$ cat src/rtl/mips_multicycle_control.sv
// rtl/mips_multicycle_control.sv - main control FSM for the multi-cycle MIPS datapath
module mips_multicycle_control #(
  parameter logic [5:0] OP_RTYPE = 6'b000000,
  parameter logic [5:0] OP_LW    = 6'b100011,
  parameter logic [5:0] OP_SW    = 6'b101011,
  parameter logic [5:0] OP_BEQ   = 6'b000100,
  parameter logic [5:0] OP_BNE   = 6'b000101,
  parameter logic [5:0] OP_J     = 6'b000010
) (
  input  logic       clk,
  input  logic       reset,
  input  logic [5:0] Op,
  input  logic       Zero,
  output logic       PCWrite,
  output logic       PCWriteCond,
  output logic       PCEn,
  output logic       IorD,
  output logic       MemRead,
  output logic       MemWrite,
  output logic       IRWrite,
  output logic       MemtoReg,
  output logic       RegDst,
  output logic       RegWrite,
  output logic       ALUSrcA,
  output logic [1:0] ALUSrcB,
  output logic [1:0] ALUOp,
  output logic [1:0] PCSource,
  output logic       Halt,
  output logic [3:0] State
);

  typedef enum logic [3:0] {
    FETCH  = 4'd0,
    DECODE = 4'd1,
    MEMADR = 4'd2,
    MEMRD  = 4'd3,
    MEMWB  = 4'd4,
    MEMWR  = 4'd5,
    EXEC   = 4'd6,
    RWB    = 4'd7,
    BRANCH = 4'd8,
    JUMP   = 4'd9,
    ERR    = 4'd15
  } state_t;

  state_t state, next_state;
  logic   branch_ne;

  // State register; reset returns to FETCH from any point in an instruction
  always_ff @(posedge clk or posedge reset) begin
    if (reset) state <= FETCH;
    else       state <= next_state;
  end

  // Remember whether the decoded branch is BNE so BRANCH can invert the Zero test
  always_ff @(posedge clk or posedge reset) begin
    if (reset)                 branch_ne <= 1'b0;
    else if (state == DECODE)  branch_ne <= (Op == OP_BNE);
  end

  // Next-state and Moore outputs; everything held at 0 while reset is high
  always_comb begin
    next_state  = state;
    PCWrite     = 1'b0;
    PCWriteCond = 1'b0;
    IorD        = 1'b0;
    MemRead     = 1'b0;
    MemWrite    = 1'b0;
    IRWrite     = 1'b0;
    MemtoReg    = 1'b0;
    RegDst      = 1'b0;
    RegWrite    = 1'b0;
    ALUSrcA     = 1'b0;
    ALUSrcB     = 2'b00;
    ALUOp       = 2'b00;
    PCSource    = 2'b00;
    Halt        = 1'b0;
    State       = 4'd0;
    if (!reset) begin
      State = state;
      case (state)
        FETCH: begin
          next_state = DECODE;
          MemRead    = 1'b1;
          IRWrite    = 1'b1;
          PCWrite    = 1'b1;
          ALUSrcB    = 2'b01;
        end
        DECODE: begin
          ALUSrcB = 2'b11;
          if (Op == OP_LW || Op == OP_SW)       next_state = MEMADR;
          else if (Op == OP_RTYPE)              next_state = EXEC;
          else if (Op == OP_BEQ || Op == OP_BNE) next_state = BRANCH;
          else if (Op == OP_J)                  next_state = JUMP;
          else                                  next_state = ERR;
        end
        MEMADR: begin
          next_state = (Op == OP_LW) ? MEMRD : MEMWR;
          ALUSrcA    = 1'b1;
          ALUSrcB    = 2'b10;
        end
        MEMRD: begin
          next_state = MEMWB;
          MemRead    = 1'b1;
          IorD       = 1'b1;
        end
        MEMWB: begin
          next_state = FETCH;
          RegWrite   = 1'b1;
          MemtoReg   = 1'b1;
        end
        MEMWR: begin
          next_state = FETCH;
          MemWrite   = 1'b1;
          IorD       = 1'b1;
        end
        EXEC: begin
          next_state = RWB;
          ALUSrcA    = 1'b1;
          ALUOp      = 2'b10;
        end
        RWB: begin
          next_state = FETCH;
          RegWrite   = 1'b1;
          RegDst     = 1'b1;
        end
        BRANCH: begin
          next_state  = FETCH;
          ALUSrcA     = 1'b1;
          ALUOp       = 2'b01;
          PCWriteCond = 1'b1;
          PCSource    = 2'b01;
        end
        JUMP: begin
          next_state = FETCH;
          PCWrite    = 1'b1;
          PCSource   = 2'b10;
        end
        ERR: begin
          next_state = ERR;
          Halt       = 1'b1;
        end
        default: begin
          // Unused encodings are treated as a fault and parked in ERR
          next_state = ERR;
        end
      endcase
    end
  end

  // PC enable is the only Mealy output: branches resolve on the live ALU Zero flag
  always_comb begin
    PCEn = PCWrite | (PCWriteCond & (Zero ^ branch_ne));
  end

endmodule

$ cat config.mk
export PLATFORM = sky130hd
export DESIGN_NAME = mips_multicycle_control
export DESIGN_NICKNAME = d
export VERILOG_FILES = /design/src/rtl/mips_multicycle_control.sv
export SDC_FILE = /design/constraint.sdc
export NUM_CORES = 1
export LEC_CHECK = 0
export CORE_AREA = 2 2 41 43
export CTS_CLUSTER_SIZE = 10
export DETAILED_ROUTE_END_ITERATION = 7
export DIE_AREA = 0 0 43 45
export MAX_ROUTING_LAYER = met4
export PLACE_DENSITY_LB_ADDON = 0.25
export SYNTH_ARGS = -nofsm -noshare
export SYNTH_HDL_FRONTEND = slang
export SYNTH_SLANG_ARGS = --single-unit
$ cat constraint.sdc
create_clock -name clk -period 4.13 [get_ports clk]
set_input_delay 0.826 -clock clk [delete_from_list [all_inputs] [get_ports clk]]
set_output_delay 0.826 -clock clk [all_outputs]
set_load 0.005 [all_outputs]
==> results of run 1 <==
[registers in the layout, summed over array words and instances (netlist names)]
name       cells
branch_ne      1
state          4
[area by class of cell]
type / instances / share of cell area (%)
Timing Repair Buffer: 30 / 34.3
Clock buffer: 4 / 3.00
Tap cell: 16 / 2.29
Inverter: 4 / 1.72
Sequential cell: 5 / 14.3
Multi-Input combinational cell: 65 / 44.3
[placed cells by master (no fill, tap or decap), drive strengths merged]
cell	synthesis	routed
nand2b	1	1
o311ai	1	1
o22ai	1	1
clkdlybuf4s50	0	30
o21bai	1	1
inv	4	4
mux2i	2	2
a21o	1	1
nand4b	1	1
or4	1	1
a21oi	4	4
nand3	1	1
o32ai	1	1
xor2	2	2
clkbuf	5	4
o31ai	2	2
dfrtp	5	5
and4	1	1
a21boi	1	1
and3	2	2
xnor2	1	1
o21ba	1	1
or3	3	3
and2	1	1
o2bb2ai	1	1
a221oi	1	1
nor2	13	13
o31a	1	1
nand2	9	9
nor2b	3	3
o21ai	1	1
nor3	5	5
or2	1	1
nor4	1	1
[cells in the mapped netlist (all sizes together), types with 2 or more instances]
cell type   n  share of area, %
nor2       13               8.5
nand2       9               5.9
clkbuf      5               3.3
dfrtp       5                22
nor3        5               4.4
a21oi       4               3.5
buf         4               4.4
inv         4               2.6
nor2b       3               3.3
or3         3               3.3
and3        2               2.2
mux2i       2               3.5
o31ai       2               2.6
xor2        2               3.1
[power groups by stage]
stage | sequential [mW] | clock, mW | combinational (mW)
2_1_floorplan | 0.0826 | 0 | 0.215
3_3_place_gp | 0.142 | 0 | 0.269
3_5_place_dp | 0.141 | 0 | 0.271
4_1_cts | 0.141 | 0.0579 | 0.272
5_1_grt | 0.150 | 0.0614 | 0.300
6_report | 0.141 | 0.0554 | 0.271
[worst max-delay path, cell delays in order]
cell             delay, ps
clkdlybuf4s50_1        690
nor2b_1                320
nand2_1                 80
nor2_1                 210
a21o_1                 150
clkdlybuf4s50_1        500
[path summary, 6_finish.rpt]
check,startpoint,end,cells past startpoint
setup reg to reg,state[0],state[2],4
setup / recovery,reset,PCEn,6
hold reg to reg,branch_ne,branch_ne,2
max in group asynchronous,reset,state[3],2
min in group asynchronous,reset,state[1],2
hold / removal,branch_ne,branch_ne,2
[per-layer routing]
layer  vias to the layer above  wire [µm]  global-route usage [%]
met5                         -          0                       -
met4                         0          0                    3.64
met3                         0        110                    3.60
met2                        31        616                    25.2
met1                       292        671                    19.0
li1                        340          -                       -
[kinds of logic (layout without fill, tap and decap cells)]
family	after synthesis	in the layout	synth area share [%]
compound gates	17	17	22.5
mux	2	2	3.50
buf+inv	13	38	10.3
xor+xnor	3	3	4.60
simple gates	43	43	37.2
flops	5	5	21.9
[through the flow]
stage / hold slack (ps) / cell area, µm² / worst slack, ps / util, % / power [mW]
after floorplan: 468 / 572 / 1670 / - / 0.298
after global placement: 507 / 848 / 609 / 57.7 / 0.410
after detailed placement: 504 / 848 / 545 / 57.7 / 0.412
after CTS: 513 / 875 / 535 / 59.4 / 0.471
after global routing: 523 / 875 / 392 / 59.4 / 0.512
final: 509 / 875 / 530 / 59.4 / 0.468
==> run summary, run 1 <==
* outcome: complete, no violations
* fraction of final layout cells with drive strength greater than 1: 4.63%
* vias in the first global route: 531
* total via count after detailed routing: 663
* number of flops mapped to enable cells by yosys: 0
* routed wire length per instance: 11.3 µm
* setup repair after global routing missed its margin: false
* synthesized area divided by synthesized cell count: 6.89 µm²
* clock latency on the worst-skew pair: 240 ps
* total number of yosys warnings: 0
* via count normalized by instance count: 5.35
* setup TNS: 0 ps
* Setup Skew: 5.24 ps
* final weighted congestion in routability-driven placement: 0.835
* Mapped Nets: 92
* post-layout min period: 3600 ps
* number of violations reported at the end of detailed-routing iteration 0: 20
* CP required: 3300 ps
* number of nets with antenna violations after routing: 0
* internal power summed over all cells: 0.264 mW
* critical path type: input port to primary output
* Data arrival, critical path: 2770 ps
* total length of routed wires: 1400 µm
* CP max FO: 17
* global-route usage over all layers: 15.2%
* Max Root-Sink Buffers: 2
* root buf cell: clkbuf_4
* maximum clock rate: 0.278 GHz
* maximum level of the CTS H-tree: 1
* count of inserted antenna diode cells: 0
* number of buffers inserted by post-CTS setup repair: 0
* number of max-cap violations: 0
* die span in x: 43 µm
* leakage power: 0.345 nW
* power share of the combinational group: 57.9%
* CTS Sinks: 5
* area taken by flip-flops and latches: 125 µm²
* maximum vdd ir drop: 0.000206 V
* global-route wire length before repair: 2240 µm
* area occupied by multi-input gates: 388 µm²
* ratio of final minimum period to clock period: 87.2%
* top flip-flop cell by instance count after synthesis: dfrtp_1
* placed cell count: 120
* placeable core area: 1470 µm²
* final standard cell count with taps included and fillers excluded: 124
* number of antenna violations at the first check in global routing: 0
* synthesized flop and latch total: 5
* Detailed Place HPWL: 1060 µm
* Num CTS Buffers: 3
* proportion of power drawn by the clock network: 11.8%
* clock transition at the registers of the reported paths: 40 ps
* initial cell density of the core: 38.9%
* Worst slew margin: 63.8%
* maximum number of pins on one net before global-route repair: 18
* async set-or-reset flop fraction in the synthesized netlist: 100%
* net switching component of the power: 0.204 mW
* number of slew-limit violations in the final report: 0
* post-synthesis cell type count: 35
* Fill cells: 132
* part of the Yosys area used for sequential elements: 21.9%
* Cells after Synth: 83
* switching portion of total power: 43.6%
* Vert. Die Dim: 45 µm
* number of primary I/O pins: 31
* worst min path class: register to register
* Port-buffer cells: 30
* P&R area growth vs syn: 53.0%
* number of failing setup endpoints in the final timing report: 0
* drt first pass iters: 4
* overflow left after global routing: 0
* Post-CTS Hold Buffers: 0
* number of hold-slack violations in the final timing report: 0
* register-to-register setup slack: 2530 ps
* post-synthesis instance area: 572 µm²
* DRC Markers: 0
* post-cts gate resize count: 0
* power per unit of standard cell area: 535 nW/µm²
* CTS tree: built
* register share of total power: 30.2%
* standard-cell row count: 14
* launching element type of the critical path: input port
* net count of the finished layout: 118
* type of destination of the critical path: primary output
* Tightest Pin Transition: 541 ps
* die area: 1940 µm²
Power figures use the tool's default switching activity.
==> inputs of run 2 (changes only) <==
--- a/config.mk
+++ b/config.mk
@@ -5,10 +5,11 @@
 export SDC_FILE = /design/constraint.sdc
 export NUM_CORES = 1
 export LEC_CHECK = 0
-export CORE_AREA = 2 2 41 43
+export CORE_AREA = 2 2 40 42
+export CTS_BUF_LIST = sky130_fd_sc_hd__clkbuf_2 sky130_fd_sc_hd__clkbuf_4 sky130_fd_sc_hd__clkbuf_8
 export CTS_CLUSTER_SIZE = 10
 export DETAILED_ROUTE_END_ITERATION = 7
-export DIE_AREA = 0 0 43 45
+export DIE_AREA = 0 0 42 44
 export MAX_ROUTING_LAYER = met4
 export PLACE_DENSITY_LB_ADDON = 0.25
 export SYNTH_ARGS = -nofsm -noshare
==> run 2 against run 1 <==
- die area decreased by 4.5%
- clock skew fell by 0.70 ps
- via count up 2.0%
- largest power group unchanged
- routed wire length increased by 8.2%
- fmax up 2.4%
- combinational power is essentially flat
==> run summary, run 2 (synthesis results as in run 1) <==
* drt first pass iters: 4, unchanged
* post-layout min period: 3520 ps, -84.0 ps
* CTS tree: built
* final weighted congestion in routability-driven placement: 0.899, +7.6%
* root buf cell: clkbuf_4
* topmost layer with routed signal wires: met4
* number of violations reported at the end of detailed-routing iteration 0: 13, -35%
* register share of total power: 29.4%, -0.8 points
* number of max-cap violations: 0, unchanged
* DRC Markers: 0, unchanged
* count of inserted antenna diode cells: 0, unchanged
* type of destination of the critical path: primary output
* number of flip-flops under the largest register name: 4, unchanged
* ratio of final minimum period to clock period: 85.1%, -2.0 points
* number of antenna violations at the first check in global routing: 0, unchanged
* CP max FO: 12, -5
* total via count after detailed routing: 676, +2.0%
* die span in x: 42 µm, -2.3%
* Data arrival, critical path: 2690 ps, -80 ps
* worst min path class: register to register
* placeable core area: 1420 µm², -3.6%
* Worst slew margin: 69.7%, +5.9 points
* net switching component of the power: 0.206 mW, +0.84%
* critical-path cell list: clkdlybuf4s50_1 -> buf_4 -> nor3_1 -> and2_1 -> a21o_1 -> clkdlybuf4s50_1
* number of slew-limit violations in the final report: 0, unchanged
* setup repair after global routing missed its margin: false
* routed wire length per instance: 12.1 µm, +7.4%
* leakage power: 0.353 nW, +2.4%
* master of the slowest instance on the critical path: clkdlybuf4s50_1
* Detailed Place HPWL: 1180 µm, +11%
* vias in the first global route: 592, +11%
* Post-CTS Hold Buffers: 0, unchanged
* via count normalized by instance count: 5.41, +1.1%
* net count of the finished layout: 119, +0.85%
* number of nets with antenna violations after routing: 0, unchanged
* Tightest Pin Transition: 455 ps, -86.2 ps
* Vert. Die Dim: 44 µm, -2.2%
* Setup Skew: 4.55 ps, -0.697 ps
* P&R area growth vs syn: 54.9%
* Met2 Routed Length: 777 µm, +26%
* number of failing setup endpoints in the final timing report: 0, unchanged
* routed metal-1 wirelength: 599 µm, -11%
* number of primary I/O pins: 31, unchanged
* Top Registers: state: 4 flops, branch_ne: 1 flops
* Worst path most repeated cell: clkdlybuf4s50_1
* Core Util, Final: 62.4%, +3.0 points
* clock latency on the worst-skew pair: 240 ps, about the same
* maximum clock rate: 0.284 GHz, +2.4%
* overflow left after global routing: 0, unchanged
* Port-buffer cells: 30, unchanged
* switching portion of total power: 43.1%, -0.47 points
* standard-cell row count: 14, unchanged
* maximum number of pins on one net before global-route repair: 18, unchanged
* initial cell density of the core: 40.3%, +1.4 points
* power per unit of standard cell area: 538 nW/µm², +0.64%
* global-route usage over all layers: 18.7%, +3.4 points
* CTS Sinks: 5, unchanged
* Crit path largest cell delay: 610 ps, -80 ps
* leading cell type in the layout, fill and taps excluded: clkdlybuf4s50_1
* number of hold-slack violations in the final timing report: 0, unchanged
* Max Root-Sink Buffers: 2, unchanged
* launching element type of the critical path: input port
* die area: 1850 µm², -4.5%
* proportion of power drawn by the clock network: 13.4%, +1.6 points
* total length of routed wires: 1510 µm, +8.2%
* global-route wire length before repair: 2500 µm, +12%
* Met3 Routed Length: 116 µm, +5.5%
* top register by number of flip-flops: state
* internal power summed over all cells: 0.271 mW, +2.8%
* post-cts gate resize count: 0, unchanged
* outcome: complete, no violations
* clock transition at the registers of the reported paths: 40 ps, about the same
* maximum level of the CTS H-tree: 1, unchanged
* setup TNS: 0 ps, unchanged
* leading cell types in the layout, fill and taps excluded: 30 x clkdlybuf4s50_1, 13 x nor2_1, 9 x nand2_1
* number of buffers inserted by post-CTS setup repair: 0, unchanged
* fraction of final layout cells with drive strength greater than 1: 6.42%, +1.8 points
* power share of the combinational group: 57.2%, -0.7 points
* CP required: 3300 ps, about the same
* critical path type: input port to primary output
* maximum vdd ir drop: 0.000276 V, +34%
* Num CTS Buffers: 3, unchanged
[run 2: layer usage]
metal	GRT usage, %	vias up
li1	-	341
met1	19.0	299
met2	32.8	32
met3	5.42	4
met4	9.03	0
met5	-	-
[run 2: worst paths after layout]
| kind | endpoint | slack, ps | cells past startpoint | from |
|---|---|---|---|---|
| max | PCEn | 610 | 6 | reset |
| min | branch_ne | 510 | 2 | branch_ne |
| max reg2reg | state[2] | 2440 | 4 | state[0] |
| min reg2reg | branch_ne | 510 | 2 | branch_ne |
| max in group asynchronous | state[3] | 2680 | 3 | reset |
| min in group asynchronous | state[1] | 1260 | 3 | reset |
[run 2: cell type report]
type | instances | area (µm²)
clock buffer | 4 | 30.0
fill | 138 | 533
inverter | 4 | 15.0
multi-input combinational | 65 | 388
sequential | 5 | 125
tap | 16 | 20.0
timing repair buffer | 31 | 308
[run 2: power by group through the flow]
stage,clock network [mW],logic (mW),registers [mW]
5_1_grt,0.0695,0.304,0.149
6_report,0.0639,0.273,0.140
3_5_place_dp,0,0.273,0.141
2_1_floorplan,0,0.215,0.0826
4_1_cts,0.0661,0.274,0.140
3_3_place_gp,0,0.268,0.140
[run 2: worst max-delay path: cells and delay by family]
family	cells	cell delay, ps
buffers and inverters	3	1360
AO/OA/AOI/OAI	1	80
AND/OR/NAND/NOR	2	430
[run 2: metrics by stage]
| step | hold slack [ps] | total power, mW | instances | cell area (µm²) | setup slack, ps |
|---|---|---|---|---|---|
| floorplan | 468 | 0.298 | 83 | 572 | 1670 |
| global placement | 509 | 0.408 | 121 | 856 | 675 |
| detailed placement | 499 | 0.413 | 121 | 856 | 608 |
| CTS | 508 | 0.480 | 125 | 886 | 603 |
| global route | 534 | 0.522 | 125 | 886 | 458 |
| finish | 507 | 0.477 | 125 | 886 | 614 |
==> inputs of run 3 (changes only) <==
--- a/config.mk
+++ b/config.mk
@@ -5,11 +5,11 @@
 export SDC_FILE = /design/constraint.sdc
 export NUM_CORES = 1
 export LEC_CHECK = 0
-export CORE_AREA = 2 2 40 42
+export CORE_AREA = 2 2 43 45
 export CTS_BUF_LIST = sky130_fd_sc_hd__clkbuf_2 sky130_fd_sc_hd__clkbuf_4 sky130_fd_sc_hd__clkbuf_8
 export CTS_CLUSTER_SIZE = 10
 export DETAILED_ROUTE_END_ITERATION = 7
-export DIE_AREA = 0 0 42 44
+export DIE_AREA = 0 0 45 47
 export MAX_ROUTING_LAYER = met4
 export PLACE_DENSITY_LB_ADDON = 0.25
 export SYNTH_ARGS = -nofsm -noshare
==> constraint.sdc (replaced) <==
create_clock -name clk -period 3.2 [get_ports clk]
set_input_delay 0.64 -clock clk [delete_from_list [all_inputs] [get_ports clk]]
set_output_delay 0.64 -clock clk [all_outputs]
set_load 0.005 [all_outputs]
==> run 3 against run 2 <==
- clock power up 23%
- combinational power up 31%
- die area up 14%
- worst setup slack got worse by 360 ps
- via count shrank 4.3%
- sequential power grew 29%
- clock skew fell by 0.51 ps
- global-route usage down 3.7 points
- non-clock buffer count is 1 higher
- sequential share of layout area decreased by 0.14 points
- hold slack got worse by 7.7 ps
- critical path depth stayed put
- highest routed layer is now met3
==> run summary, run 3 (synthesis results as in run 1) <==
* proportion of power drawn by the clock network: 12.7%, -0.7 points
* routed wire length per instance: 11.6 µm, -3.9%
* leakage power: 0.358 nW, +1.5%
* internal power summed over all cells: 0.353 mW, +30%
* Data arrival, critical path: 2300 ps, -390 ps
* CTS tree: built
* net switching component of the power: 0.263 mW, +28%
* Crit path largest cell delay: 540 ps, -70 ps
* number of primary I/O pins: 31, unchanged
* number of hold-slack violations in the final timing report: 0, unchanged
* count of inserted antenna diode cells: 0, unchanged
* net count of the finished layout: 120, +0.84%
* maximum vdd ir drop: 0.000410 V, +48%
* number of slew-limit violations in the final report: 0, unchanged
* worst-case setup slack after placement: 257 ps, -351 ps
* placed cell count: 123, +1.7%
* CP max FO: 9, -3
* via count normalized by instance count: 5.09, -5.8%
* Num CTS Buffers: 3, unchanged
* standard-cell row count: 15, +1
* overflow left after global routing: 0, unchanged
* Vert. Die Dim: 47 µm, +6.8%
* Largest delay share family, worst path: buffers and inverters
* Worst path most repeated cell: clkdlybuf4s50_1
* Setup Skew: 4.04 ps, -0.505 ps
* CP startpoint: reset
* switching portion of total power: 42.7%, -0.40 points
* Buf+Inv Stages, Crit Path: 2, -1
* global-route usage over all layers: 15.0%, -3.7 points
* post-cts gate resize count: 0, unchanged
* number of flip-flops under the largest register name: 4, unchanged
* Finished Cell Area: 895 µm², +0.99%
* Port-buffer cells: 30, unchanged
* Post-CTS Hold Buffers: 0, unchanged
* maximum number of pins on one net before global-route repair: 18, unchanged
* critical path type: input port to primary output
* outcome: complete, no violations
* critical-path cell list: clkdlybuf4s50_1 -> nor2b_1 -> nand2_1 -> nor2_1 -> a21o_1 -> clkdlybuf4s50_1
* top register by number of flip-flops: state
* maximum clock rate: 0.340 GHz
* P&R area growth vs syn: 56.5%
* clock latency on the worst-skew pair: 230 ps, about the same
* Detailed Place HPWL: 1200 µm, +1.4%
* CP required: 2560 ps, -740 ps
* source of the worst hold timing path: branch_ne
* vias in the first global route: 526, -11%
* clock transition at the registers of the reported paths: 40 ps, about the same
* number of nets with antenna violations after routing: 0, unchanged
* global-route wire length before repair: 2280 µm, -8.6%
* overall power after layout: 0.617 mW, +29%
* number of violations reported at the end of detailed-routing iteration 0: 12, -1
* number of failing setup endpoints in the final timing report: 0, unchanged
* PnR worst setup slack: 255 ps, -358 ps
* leading cell types in the layout, fill and taps excluded: 30 x clkdlybuf4s50_1, 13 x nor2_1, 9 x nand2_1
* power per unit of standard cell area: 689 nW/µm², +28%
* root buf cell: clkbuf_4
* number of antenna violations at the first check in global routing: 0, unchanged
* worst min path class: register to register
* launching element type of the critical path: input port
* power share of the combinational group: 57.9%, +0.7 points
* final weighted congestion in routability-driven placement: 0.800, -11%
* type of destination of the critical path: primary output
* drt first pass iters: 3, -1
* Max Root-Sink Buffers: 2, unchanged
* total length of routed wires: 1480 µm, -2.4%
* placeable core area: 1650 µm², +16%
* setup TNS: 0 ps, unchanged
* initial cell density of the core: 34.6%, -5.7 points
* Tightest Pin Transition: 485 ps, +29.5 ps
* CTS Sinks: 5, unchanged
* Fill cells: 175, +27%
* ratio of final minimum period to clock period: 92.0%
* die area: 2120 µm², +14%
* DRC Markers: 0, unchanged
* launching point of the worst reg2reg path: state[0]
* master of the slowest instance on the critical path: clkdlybuf4s50_1
* setup repair after global routing missed its margin: false
* post-layout min period: 2940 ps
* Worst slew margin: 67.7%, -2.0 points
* final standard cell count with taps included and fillers excluded: 127, +1.6%
* number of max-cap violations: 0, unchanged
* Post-Route Hold Slack: 499 ps, -7.66 ps
* number of buffers inserted by post-CTS setup repair: 0, unchanged
* maximum level of the CTS H-tree: 1, unchanged
* register share of total power: 29.4%, about the same
* total via count after detailed routing: 647, -4.3%
* fraction of final layout cells with drive strength greater than 1: 7.27%, +0.85 points
* Top Registers: state: 4 flops, branch_ne: 1 flops
* die span in x: 45 µm, +7.1%
* leading cell type in the layout, fill and taps excluded: clkdlybuf4s50_1
* Core Util, Final: 54.2%, -8.3 points
* instance area at placement: 865 µm², +1.0%
==> run 3: final timing paths <==
kind	to	slack (ps)	cells past startpoint
max	PCEn	260	6
min	branch_ne	500	2
max reg2reg	state[2]	1610	4
min reg2reg	branch_ne	500	2
max in group asynchronous	branch_ne	2020	3
min in group asynchronous	state[3]	1000	3
==> run 3: cell type report <==
type	instances	area [µm²]	area share (%)
inverter	4	15.0	1.68
clock buffer	4	30.0	3.36
multi-input combinational	65	388	43.4
tap	17	21.3	2.38
timing repair buffer	32	315	35.2
sequential	5	125	14.0
==> run 3: worst register-to-register path: stages, from the launching register on <==
cell and delay (ps):
dfrtp_1 550, or4_1 570, o22ai_1 140, o2bb2ai_1 130, o31ai_1 90
==> run 3: power groups by stage <==
stage	clock network (mW)	logic (mW)	registers [mW]
floorplan	0	0.277	0.107
global placement	0	0.353	0.182
global route	0.0840	0.399	0.196
finish	0.0784	0.357	0.181
CTS	0.0804	0.362	0.180
detailed placement	0	0.361	0.181
==> run 3: routing by layer <==
layer	routed length, µm	part of all wire, %	GRT usage (%)
met5	0	0	-
met4	0	0	0
met3	77	5.2	2.31
met2	710	48	26.3
met1	688	47	19.3
==> RTL edit: new RTL, settings of run 3 <==
Reset style: synchronous (`reset`), changed in 2 clocked blocks.
--- a/src/rtl/mips_multicycle_control.sv
+++ b/src/rtl/mips_multicycle_control.sv
@@ -47,13 +47,13 @@
   logic   branch_ne;
 
   // State register; reset returns to FETCH from any point in an instruction
-  always_ff @(posedge clk or posedge reset) begin
+  always_ff @(posedge clk) begin
     if (reset) state <= FETCH;
     else       state <= next_state;
   end
 
   // Remember whether the decoded branch is BNE so BRANCH can invert the Zero test
-  always_ff @(posedge clk or posedge reset) begin
+  always_ff @(posedge clk) begin
     if (reset)                 branch_ne <= 1'b0;
     else if (state == DECODE)  branch_ne <= (Op == OP_BNE);
   end
Function: no difference found for any inputs over 10 cycles, from zero or initial values and one cycle with reset high; that may be too few to reach the edited logic, so the function may still have changed.
==> RTL edit against run 3 <==
Global-route usage is 1.6 points higher. Critical path depth is 2 lower. Clock power is 7.4% higher. Final cell count is 6.3% lower. Sequential cell count stayed put. Combinational power is 10% higher. Design area is 5.0% lower. Total power is 3.1% higher. Sequential share of layout area is 2.2 points lower. Wire length is 4.3% lower. Largest cell class unchanged. Area after synthesis is 7.9% lower. Sequential power is 12% lower. Setup slack better by 0.024 ns.
==> RTL edit: results (changes against run 3) <==
Parameter                              Value

Status
  Status    completed

Pwr
  Switching Fraction    0.406 (-0.0213)
  Static Leakage    0.302 nW (-16%)
  Max IR drop VDD    0.000383 V (-6.5%)

Global route
  First-pass GRT wire length    2.36 mm (+3.3%)
  Number of global-route vias before repair    551 (+4.8%)
  Maximum number of pins on one net before global-route repair    16 (-2)
  Total GRT Usage    0.165 (+0.0157)
  Initial antenna violation count    0 (unchanged)

Placement
  Routability Congestion    0.769 (-3.9%)
  Placement Setup Slack    0.279 ns (+0.0224 ns)
  Half-perimeter wire length of the detailed placement result    1.07 mm (-11%)
  Port Buffer Count    30 (unchanged)

Clock network
  CTS Buf Count    3 (unchanged)
  Clock buffer depth    2 (unchanged)
  Clock latency at the later pin of the worst-skew pair    0.25 ns (+0.02 ns)
  Number of buffers inserted to repair setup after CTS    0 (unchanged)
  Clk pin slew, worst setup/hold paths    0.04 ns (about the same)
  Maximum level of the CTS H-tree    1 (unchanged)

Logic synthesis
  Register area share after synthesis    0.190 (-0.0288)
  Largest cells by area after synthesis    dfxtp_1, nor2_1, o32ai_1, nor2b_1, nor3_1
  Share of synthesized registers carrying an async set or reset    0 (-1.00)
  Leading cell types by count after synthesis    nor2_1, dfxtp_1, nor3_1, a21oi_1, nor2b_1
  Primary FF master, synth    dfxtp_1
  Distinct cell type count of the synthesized netlist    37 (+5.7%)
  Total nets after synthesis    83 (-9.8%)

Route
  Count of TritonRoute iterations in the first routing pass    6 (+3)
  Total number of vias    652 (+0.77%)
  Drt initial violations    6 (-6)
  Avg WL per Cell    11.9 um (+2.2%)

Layout
  Net count of the finished layout    112 (-6.7%)
  Largest registers    state x4, branch_ne x1
  Diodes inserted    0 (unchanged)
  Count of fill cells added during filler insertion    168 (-4.0%)
  Layout cell share with drive strength beyond 1    0.0882 (+0.0155)

Critical path
  Max Fanout on Critical Path    9 (unchanged)
  Critical Path AT    2.28 ns (-0.02 ns)

Timing
  Endpoints failing hold    0 (unchanged)
  Final setup skew    0.00286 ns (-0.00118 ns)
  Max-slew headroom at the worst pin    0.693 (+0.0159)
==> RTL edit: power by group through the flow <==
stage | registers (mW) | clock network [mW] | logic (mW)
floorplan | 0.101 | 0 | 0.273
finish | 0.159 | 0.0842 | 0.393
global placement | 0.159 | 0 | 0.394
detailed placement | 0.159 | 0 | 0.395
global route | 0.168 | 0.0916 | 0.437
CTS | 0.157 | 0.0875 | 0.397
==> RTL edit: area by class of cell <==
class                           count  share of cell area
Inverter                            2             0.00884
Multi-Input combinational cell     60               0.451
Tap cell                           17              0.0250
Sequential cell                     5               0.118
Timing Repair Buffer               31               0.362
Clock buffer                        4              0.0353
==> RTL edit: worst max-delay path, cell delays in order <==
cell and delay (ns):
clkdlybuf4s50_1 0.55, nor4_1 0.43, a31o_2 0.17, clkdlybuf4s50_1 0.49
==> RTL edit: logic make-up after synthesis <==
family	after synthesis	share of synthesized area
and+or+nand+nor	40	0.437
buffers and inverters	9	0.0831
muxes	1	0.0190
AOI/OAI and AO/OA	16	0.221
DFF	5	0.190
xor gates and xnor gates	3	0.0499
==> RTL edit: layer usage <==
layer / global-route usage / part of all wire / up-vias
li1: - / - / 326
met1: 0.182 / 0.44 / 294
met2: 0.254 / 0.45 / 27
met3: 0.0577 / 0.086 / 5
met4: 0.106 / 0.030 / 0
met5: - / 0 / -
==> RTL edit: path summary, 6_finish.rpt <==
path                                start         to  slack (ns)  depth (start not counted)
worst max-delay path                reset       PCEn        0.28                          4
worst min-delay path            branch_ne  branch_ne        0.50                          2
worst max register to register   state[3]   state[2]        1.71                          3
worst min register to register  branch_ne  branch_ne        0.50                          2
==> RTL edit: metrics by stage <==
step           total power, mW  std cells   util  instance area [sq um]
3_3_place_gp             0.554        115  0.496                    820
5_1_grt                  0.697        119  0.514                    850
2_1_floorplan            0.374         74      -                    527
4_1_cts                  0.642        119  0.514                    850
3_5_place_dp             0.554        115  0.496                    820
6_report                 0.636        119  0.514                    850
